## config.mk

```make
export PLATFORM = sky130hd
export DESIGN_NAME = lrn_sqsum
export DESIGN_NICKNAME = d
export VERILOG_FILES = /design/src/rtl/lrn_sqsum_pkg.sv /design/src/rtl/lrn_sqsum_lane.sv /design/src/rtl/lrn_sqsum.sv
export SDC_FILE = /design/constraint.sdc
export NUM_CORES = 2
export LEC_CHECK = 0
export ABC_AREA = 1
export CAP_MARGIN = 20
export CORE_MARGIN = 2
export CORE_UTILIZATION = 56
export DETAILED_ROUTE_END_ITERATION = 10
export PLACE_DENSITY = 0.85
export SETUP_SLACK_MARGIN = 0.2
export SYNTH_ARGS = -nofsm -noshare
export SYNTH_HDL_FRONTEND = slang
export SYNTH_SLANG_ARGS = --single-unit
export TNS_END_PERCENT = 1
```

## constraint.sdc

```tcl
create_clock -name clk -period 14.5 [get_ports clk]
set_input_delay 2.175 -clock clk [delete_from_list [all_inputs] [get_ports clk]]
set_output_delay 2.175 -clock clk [all_outputs]
set_load 0.05 [all_outputs]
```

## src/rtl/lrn_sqsum_pkg.sv

```systemverilog
`default_nettype none
// ============================================================================
//  Module      : lrn_sqsum_pkg
//  Description : Shared constants, width helpers and FSM encoding for the
//                LRN square-sum producer.
//  Revision    : 1.0 - initial release
// ============================================================================
package lrn_sqsum_pkg;

    // Default datapath configuration
    localparam int OP_WIDTH_DEF  = 16;
    localparam int NUM_PE_DEF    = 4;
    localparam int FRAC_BITS_DEF = 8;
    localparam int WINDOW_DEF    = 5;

    // Half window: channels on each side of the centre tap
    function automatic int lrn_h(input int window);
        return (window - 1) / 2;
    endfunction

    // Width of one squared activation after the fixed-point realignment
    function automatic int lrn_sq_width(input int op_width, input int frac_bits);
        return 2 * op_width - frac_bits;
    endfunction

    // Width of the running window sum (square width plus growth for WINDOW terms)
    function automatic int lrn_sum_width(input int op_width, input int frac_bits,
                                         input int window);
        return lrn_sq_width(op_width, frac_bits) + $clog2(window);
    endfunction

    localparam int H         = lrn_h(WINDOW_DEF);
    localparam int SQ_WIDTH  = lrn_sq_width(OP_WIDTH_DEF, FRAC_BITS_DEF);
    localparam int SUM_WIDTH = lrn_sum_width(OP_WIDTH_DEF, FRAC_BITS_DEF, WINDOW_DEF);

    // Flush counter width; WINDOW <= 9 keeps H <= 4
    localparam int FCNT_W = 4;

    typedef enum logic [1:0] {
        ST_IDLE  = 2'd0,
        ST_RUN   = 2'd1,
        ST_FLUSH = 2'd2
    } state_e;

endpackage : lrn_sqsum_pkg
`default_nettype wire

```

## src/rtl/lrn_sqsum_lane.sv

```systemverilog
`default_nettype none
// ============================================================================
//  Module      : lrn_sqsum_lane
//  Description : One lane of the square-sum datapath: square stage (S1),
//                WINDOW-deep shift register with running sum (S2) and
//                saturation of the window sum to OP_WIDTH bits.
//  Ports       : clk, reset (async active-low)
//                ld_i     - load S1 with x_i and its square
//                x_i      - activation (zero during flush steps)
//                sh_i     - shift S1 into the window and update the sum
//                clr_i    - group clear of window and sum
//                center_o - activation at the centre tap
//                sat_o    - saturated window sum
//  Revision    : 1.0 - initial release
// ============================================================================
module lrn_sqsum_lane
    import lrn_sqsum_pkg::*;
#(
    parameter int OP_WIDTH  = OP_WIDTH_DEF,
    parameter int FRAC_BITS = FRAC_BITS_DEF,
    parameter int WINDOW    = WINDOW_DEF
) (
    input  logic                clk,
    input  logic                reset,
    input  logic                ld_i,
    input  logic [OP_WIDTH-1:0] x_i,
    input  logic                sh_i,
    input  logic                clr_i,
    output logic [OP_WIDTH-1:0] center_o,
    output logic [OP_WIDTH-1:0] sat_o
);

    localparam int HALF  = lrn_h(WINDOW);
    localparam int SQ_W  = lrn_sq_width(OP_WIDTH, FRAC_BITS);
    localparam int SUM_W = lrn_sum_width(OP_WIDTH, FRAC_BITS, WINDOW);

    logic signed [2*OP_WIDTH-1:0] w_prod;
    logic        [SQ_W-1:0]       w_sq;

    logic [OP_WIDTH-1:0] s1_x_q;
    logic [SQ_W-1:0]     s1_sq_q;
    // Only taps 0..HALF need the activation; the sum needs every square
    logic [OP_WIDTH-1:0] win_x_q  [HALF+1];
    logic [SQ_W-1:0]     win_sq_q [WINDOW];
    logic [SUM_W-1:0]    sum_q;

    // Square of a signed value is non-negative, so the shifted product
    // fits the unsigned square width without loss.
    assign w_prod = $signed(x_i) * $signed(x_i);
    assign w_sq   = SQ_W'(w_prod >> FRAC_BITS);

    always_ff @(posedge clk or negedge reset) begin
        if (!reset) begin
            s1_x_q  <= '0;
            s1_sq_q <= '0;
        end else if (ld_i) begin
            s1_x_q  <= x_i;
            s1_sq_q <= w_sq;
        end
    end

    always_ff @(posedge clk or negedge reset) begin
        if (!reset) begin
            for (int i = 0; i <= HALF; i++) win_x_q[i] <= '0;
            for (int i = 0; i < WINDOW; i++) win_sq_q[i] <= '0;
            sum_q <= '0;
        end else if (clr_i) begin
            // A new group's first entry may shift in on the clearing edge;
            // it then becomes the only occupant of the window.
            for (int i = 0; i <= HALF; i++) win_x_q[i] <= '0;
            for (int i = 0; i < WINDOW; i++) win_sq_q[i] <= '0;
            sum_q <= '0;
            if (sh_i) begin
                win_x_q[0]  <= s1_x_q;
                win_sq_q[0] <= s1_sq_q;
                sum_q       <= SUM_W'(s1_sq_q);
            end
        end else if (sh_i) begin
            win_x_q[0]  <= s1_x_q;
            win_sq_q[0] <= s1_sq_q;
            for (int i = 1; i <= HALF; i++) win_x_q[i] <= win_x_q[i-1];
            for (int i = 1; i < WINDOW; i++) win_sq_q[i] <= win_sq_q[i-1];
            // The outgoing square is always part of the sum, so this never underflows
            sum_q <= sum_q + SUM_W'(s1_sq_q) - SUM_W'(win_sq_q[WINDOW-1]);
        end
    end

    assign center_o = win_x_q[HALF];
    assign sat_o    = (|sum_q[SUM_W-1:OP_WIDTH]) ? {OP_WIDTH{1'b1}} : sum_q[OP_WIDTH-1:0];

endmodule : lrn_sqsum_lane
`default_nettype wire

```

## src/rtl/lrn_sqsum.sv

```systemverilog
`default_nettype none
// ============================================================================
//  Module      : lrn_sqsum
//  Description : LRN producer. Streams NUM_PE-lane channel words, computes the
//                zero-padded cross-channel sum of squares over WINDOW channels
//                and emits it with the centre activation as a one-cycle pulse.
//  Ports       : clk, reset (async active-low)
//                in_valid/in_ready/in_data/in_last - input stream, one channel
//                per beat, in_last closes the group
//                square_sum  - per-lane saturated window sum
//                lrn_center  - per-lane centre activation
//                out_valid   - single-cycle qualifier, no backpressure
//                busy        - FSM active or pipeline holds a valid entry
//  Revision    : 1.0 - initial release
// ============================================================================
module lrn_sqsum
    import lrn_sqsum_pkg::*;
#(
    parameter int OP_WIDTH  = OP_WIDTH_DEF,
    parameter int NUM_PE    = NUM_PE_DEF,
    parameter int FRAC_BITS = FRAC_BITS_DEF,
    parameter int WINDOW    = WINDOW_DEF      // odd, 3..9
) (
    input  logic                         clk,
    input  logic                         reset,
    input  logic                         in_valid,
    output logic                         in_ready,
    input  logic [OP_WIDTH*NUM_PE-1:0]   in_data,
    input  logic                         in_last,
    output logic [OP_WIDTH*NUM_PE-1:0]   square_sum,
    output logic [OP_WIDTH*NUM_PE-1:0]   lrn_center,
    output logic                         out_valid,
    output logic                         busy
);

    localparam int HALF = lrn_h(WINDOW);
    localparam int DW   = OP_WIDTH * NUM_PE;

    state_e              state_q, state_d;
    logic [FCNT_W-1:0]   fcnt_q, fcnt_d;

    logic                w_accept;
    logic                w_flush_step;
    logic                w_flush_last;
    logic                w_ld;

    logic                s1_ld_q;     // S1 holds an entry to shift next edge
    logic                s1_bit_q;    // valid bit of that entry (0 for padding)
    logic                sh_pulse_q;  // window shifted on the previous edge
    logic                clr1_q;
    logic                clr2_q;
    logic [HALF:0]       vchain_q;    // valid bits for window taps 0..HALF

    logic [DW-1:0]       w_center;
    logic [DW-1:0]       w_sat;
    logic [DW-1:0]       square_sum_q;
    logic [DW-1:0]       lrn_center_q;
    logic                out_valid_q;

    // ------------------------------------------------------------------
    // Handshake and FSM
    // ------------------------------------------------------------------
    assign in_ready     = reset & (state_q != ST_FLUSH);
    assign w_accept     = in_valid & in_ready;
    assign w_flush_step = (state_q == ST_FLUSH);
    assign w_flush_last = w_flush_step && (fcnt_q == FCNT_W'(HALF - 1));
    assign w_ld         = w_accept | w_flush_step;

    always_ff @(posedge clk or negedge reset) begin
        if (!reset) begin
            state_q <= ST_IDLE;
            fcnt_q  <= '0;
        end else begin
            state_q <= state_d;
            fcnt_q  <= fcnt_d;
        end
    end

    always_comb begin
        state_d = state_q;
        fcnt_d  = fcnt_q;
        case (state_q)
            ST_IDLE: begin
                if (w_accept) state_d = in_last ? ST_FLUSH : ST_RUN;
            end
            ST_RUN: begin
                if (w_accept && in_last) state_d = ST_FLUSH;
            end
            ST_FLUSH: begin
                if (w_flush_last) begin
                    state_d = ST_IDLE;
                    fcnt_d  = '0;
                end else begin
                    fcnt_d  = fcnt_q + 1'b1;
                end
            end
            default: begin
                state_d = ST_IDLE;
                fcnt_d  = '0;
            end
        endcase
    end

    // ------------------------------------------------------------------
    // Pipeline control. The group clear is delayed two edges past the
    // last flush step so the final channel can still be read from the
    // window; it lands on the edge a following group's first entry
    // would shift in.
    // ------------------------------------------------------------------
    always_ff @(posedge clk or negedge reset) begin
        if (!reset) begin
            s1_ld_q    <= 1'b0;
            s1_bit_q   <= 1'b0;
            sh_pulse_q <= 1'b0;
            clr1_q     <= 1'b0;
            clr2_q     <= 1'b0;
            vchain_q   <= '0;
        end else begin
            s1_ld_q    <= w_ld;
            s1_bit_q   <= w_accept;
            sh_pulse_q <= s1_ld_q;
            clr1_q     <= w_flush_last;
            clr2_q     <= clr1_q;
            if (clr2_q)
                vchain_q <= {{HALF{1'b0}}, s1_ld_q & s1_bit_q};
            else if (s1_ld_q)
                vchain_q <= {vchain_q[HALF-1:0], s1_bit_q};
        end
    end

    // ------------------------------------------------------------------
    // Lanes
    // ------------------------------------------------------------------
    for (genvar gi = 0; gi < NUM_PE; gi++) begin : g_lane
        logic [OP_WIDTH-1:0] w_x;
        assign w_x = w_accept ? in_data[gi*OP_WIDTH +: OP_WIDTH] : '0;

        lrn_sqsum_lane #(
            .OP_WIDTH  (OP_WIDTH),
            .FRAC_BITS (FRAC_BITS),
            .WINDOW    (WINDOW)
        ) u_lane (
            .clk      (clk),
            .reset    (reset),
            .ld_i     (w_ld),
            .x_i      (w_x),
            .sh_i     (s1_ld_q),
            .clr_i    (clr2_q),
            .center_o (w_center[gi*OP_WIDTH +: OP_WIDTH]),
            .sat_o    (w_sat[gi*OP_WIDTH +: OP_WIDTH])
        );
    end

    // ------------------------------------------------------------------
    // Output registers: capture only when the centre tap just received
    // a real channel, so each channel yields exactly one pulse.
    // ------------------------------------------------------------------
    always_ff @(posedge clk or negedge reset) begin
        if (!reset) begin
            out_valid_q  <= 1'b0;
            square_sum_q <= '0;
            lrn_center_q <= '0;
        end else begin
            out_valid_q <= sh_pulse_q & vchain_q[HALF];
            if (sh_pulse_q && vchain_q[HALF]) begin
                square_sum_q <= w_sat;
                lrn_center_q <= w_center;
            end
        end
    end

    assign out_valid  = out_valid_q;
    assign square_sum = square_sum_q;
    assign lrn_center = lrn_center_q;
    assign busy       = (state_q != ST_IDLE) | s1_ld_q | (|vchain_q);

endmodule : lrn_sqsum
`default_nettype wire
```

==> results.sh <==
export IMPL_vias_per_cell=5.50
export IMPL_async_flop_share_pct=100
export IMPL_slew_limit_headroom_pct=22.3
export IMPL_ys_flop_type="dfrtp_1"
export IMPL_powerDensity_nw_per_um2=247
export IMPL_nNetsFinal=11900
export IMPL_regArea_um2=27100
export IMPL_skew_ns=0.0791
export IMPL_finalSetupViolations=0
export IMPL_hold_depth=0
export IMPL_root_buffer="clkbuf_16"
export IMPL_synth_edf_count=0
export IMPL_p_sw_share_pct=52.7
export IMPL_status="finished, final reports clean"
export IMPL_grt_start_max_net_pins=193
export IMPL_gp_congestion=0.999
export IMPL_yosysUniqueCellTypes=43
export IMPL_syn_area_um2=87100
export IMPL_grt_pass1_vias=71900
export IMPL_clk_latency_ns=0.77
export IMPL_cts_buffers=109
export IMPL_initial_utilization_pct=56.5
export IMPL_rsz0062_at_grt="no"
export IMPL_post_cts_buffers=0
export IMPL_dieHeight_um=398
export IMPL_worst_slew_pin_slew_ns=1.17
export IMPL_syn_num_nets=11900
export IMPL_coreArea_um2=154000
export IMPL_fill_cells=13100
export IMPL_ant_nets=0
export IMPL_hold_violations=0
export IMPL_dr_pass1_iters=6
export IMPL_finalSetupTns_ns=0
export IMPL_power_w=0.0234
export IMPL_cpPeakStageDelay_ns=0.88
export IMPL_postSynthAreaPerCell_um2=8.43
export IMPL_switching_power_w=0.0123
export IMPL_die_width_um=398
export IMPL_final_cells=12500
export IMPL_via_count=68900
export IMPL_dp_final_hpwl_mm=190
export IMPL_finalCriticalPeriod_ns=10.42
export IMPL_hp_start="clr1_q$_DFF_PN0_"
export IMPL_cpLargestDelayFamily="adder cells"
export IMPL_path_buf_inv=6
export IMPL_r2r_end="g_lane[2].u_lane.s1_sq_q[16]$_DFFE_PN0P_"
export IMPL_ff2ff_setup_slack_ns=5.51
export IMPL_synth_most_common_cell="inv_1"
export IMPL_critPathRequiredTime_ns=15.05
export IMPL_synth_cells=10300
export IMPL_final_layout_size_suffix_gt1_share_pct=3.05
export IMPL_grt_pass1_wl_mm=393
export IMPL_antenna_found_initial=9
export IMPL_worstPathArrival_ns=10.96
export IMPL_drt_iter0_drc=5826
export IMPL_ys_top_cells_by_count="inv_1 (2741), nand2_1 (1720), dfrtp_1 (1083), fa_1 (1023), o21ai_0 (758)"
export IMPL_finalCritPeriodShare_pct=71.9
export IMPL_synth_largest_area_cell="dfrtp_1"
export IMPL_rr_worst_depth=25
export IMPL_htreeDepth=3
export IMPL_p_seq_share_pct=21.4
export IMPL_cpMostUsedCell="fa_1"
export IMPL_ios=199
export IMPL_ys_top_cells_by_area="dfrtp_1 (31%), fa_1 (24%), inv_1 (12%)"
export IMPL_yosysSeqAreaShare_pct=31.1
export IMPL_p_leak_nw=49.1
export IMPL_drv_cap=0
export IMPL_cts_resized=0
export IMPL_r2r_start="state_q[1]$_DFFE_PN0P_"
export IMPL_start_kind="input pin"
export IMPL_clockBufferDepth=3
export IMPL_p_int_w=0.0111
export IMPL_dieArea_um2=159000
export IMPL_ys_warn_count=0
export IMPL_overflow=0
export IMPL_worstSetupPathType="input pin to register"
export IMPL_fmax_ghz=0.0960
export IMPL_end_kind="register"
export IMPL_min_to="clr2_q$_DFF_PN0_"
export IMPL_cp_max_fo=31
export IMPL_p_comb_share_pct=65.5
export IMPL_clkPwrFrac_pct=13.1
export IMPL_gr_usage_all_layers_pct=31.6
export IMPL_cts_tree="yes"
export IMPL_yosys_area_top_type_share_pct=31.1
export IMPL_drc=0
export IMPL_crit_path_top_delay_cell="nand2_1"
export IMPL_clock_sinks=1083
export IMPL_areaGrowthSynthToFinish_pct=8.90
export IMPL_num_rows=144
export IMPL_ys_ff_latch=1083
export IMPL_hold_class="register to register"
export IMPL_portBuffers=198
export IMPL_clk_pin_slew_worst_paths_ns=0.06
export IMPL_slew_violations=0
export IMPL_crit_chain="clkdlybuf4s50_1 -> nand2_4 -> inv_2 -> nand2_1 -> clkinv_1 -> nand2_1 -> fa_1 -> inv_1 -> fa_1 -> fa_1 -> fa_1 -> fa_1 -> inv_1 -> fa_1 -> inv_1 -> ha_1 -> a21oi_1 -> a21boi_0 -> o21ai_0 -> a21oi_1 -> nand3b_1 -> nand3_1 -> o21ai_0"
export IMPL_wl_per_cell_um=19.5
export IMPL_vdd_drop_max_mv=0.179
export IMPL_dpl_cell_count=12300
export IMPL_multi_input_area_um2=48400
export IMPL_cts_hold_buf=0
export IMPL_routed_wl_mm=244
==> sequential cells by signal, indices dropped and copies added (netlist names) <==
name                    flops
g_lane.u_lane.win_x_q     128
lrn_center                 64
vchain_q                    3
g_lane.u_lane.center_o     64
g_lane.u_lane.win_sq_q    480
sh_pulse_q                  1
square_sum                 64
s1_bit_q                    1
g_lane.u_lane.s1_sq_q      96
clr2_q                      1
out_valid                   1
state_q                     2
s1_ld_q                     1
fcnt_q                      4
g_lane.u_lane.sum_q       108
g_lane.u_lane.s1_x_q       64
clr1_q                      1
==> cell families (layout without fill, tap and decap cells) <==
family	count (synthesis)	count (layout)	share of synthesized area (%)
AO/OA/AOI/OAI	1569	1569	9.99
flip-flops	1083	1083	31.1
other	0	2	0
buffers and inverters	3075	3227	13.3
AND/OR/NAND/NOR	2991	2991	14.1
XOR/XNOR	132	132	1.33
adder cells (fa/ha/maj)	1485	1485	30.1
==> worst register-to-register path: stages (launching register included) <==
cell,delay (ns)
dfrtp_1,0.47
inv_2,0.10
nor2_4,0.27
nor2_4,0.07
nand2_4,0.49
inv_2,0.44
nand2_1,0.88
clkinv_1,0.74
nand2_1,0.31
fa_1,0.45
inv_1,0.11
fa_1,0.65
fa_1,0.57
fa_1,0.48
fa_1,0.51
inv_1,0.05
fa_1,0.47
inv_1,0.04
ha_1,0.35
a21oi_1,0.22
a21boi_0,0.41
o21ai_0,0.20
a21oi_1,0.20
nand3b_1,0.10
nand3_1,0.11
o21ai_0,0.11
==> per-stage QoR <==
step	utilization (%)	instance area, um^2	hold WS, ns	setup slack [ns]
after global placement	58.9	90900	0.350	3.73
after detailed placement	58.9	90900	0.351	3.46
after global routing	61.5	94900	0.368	3.71
after floorplan	-	87100	0.331	6.22
final	61.5	94900	0.366	4.08
after CTS	61.5	94800	0.364	4.20
==> layer usage <==
layer / track usage, % / part of all wire (%) / vias up
met5: 0 / 0.012 / -
met4: 9.37 / 3.2 / 4
met3: 5.02 / 8.0 / 463
met2: 50.5 / 46 / 2651
met1: 44.8 / 43 / 34300
li1: - / - / 31500
==> cell type report <==
cell class	instances	area share (%)
multi-input combinational	6177	51.0
inverter	2782	11.0
timing repair buffer	243	2.53
tap	2044	2.70
clock inverter	44	0.772
clock buffer	158	3.36
antenna	2	0.00528
sequential	1083	28.6
==> power groups by stage <==
stage,clock [W],sequential [W],combinational (W)
finish,0.00307,0.00500,0.0153
floorplan,0,0.00507,0.0106
global route,0.00322,0.00512,0.0172
CTS,0.00311,0.00499,0.0151
detailed placement,0,0.00503,0.0150
global placement,0,0.00498,0.0147
==> worst max-delay path by stage <==
stage	startpoint	endpoint	cells after the start
2_1_floorplan	reset	g_lane[3].u_lane.s1_sq_q[22]$_DFFE_PN0P_	30
3_3_place_gp	in_valid	g_lane[2].u_lane.s1_sq_q[16]$_DFFE_PN0P_	23
3_5_place_dp	in_valid	g_lane[2].u_lane.s1_sq_q[16]$_DFFE_PN0P_	23
4_1_cts	in_valid	g_lane[2].u_lane.s1_sq_q[16]$_DFFE_PN0P_	23
5_1_grt	in_valid	g_lane[2].u_lane.s1_sq_q[16]$_DFFE_PN0P_	23
6_report	in_valid	g_lane[2].u_lane.s1_sq_q[16]$_DFFE_PN0P_	23
==> cells in the final DEF, fill, tap and decap left out, types with 109 or more instances in the layout <==
cell type	instances
fa_1	1023
nand2_1	1719
nor2_1	666
o22ai_1	398
clkdlybuf4s50_1	197
inv_1	2737
nand3_1	398
clkbuf_16	109
ha_1	462
o21ai_0	758
dfrtp_1	1081
a21oi_1	254
(Power assumes the default switching activity.)
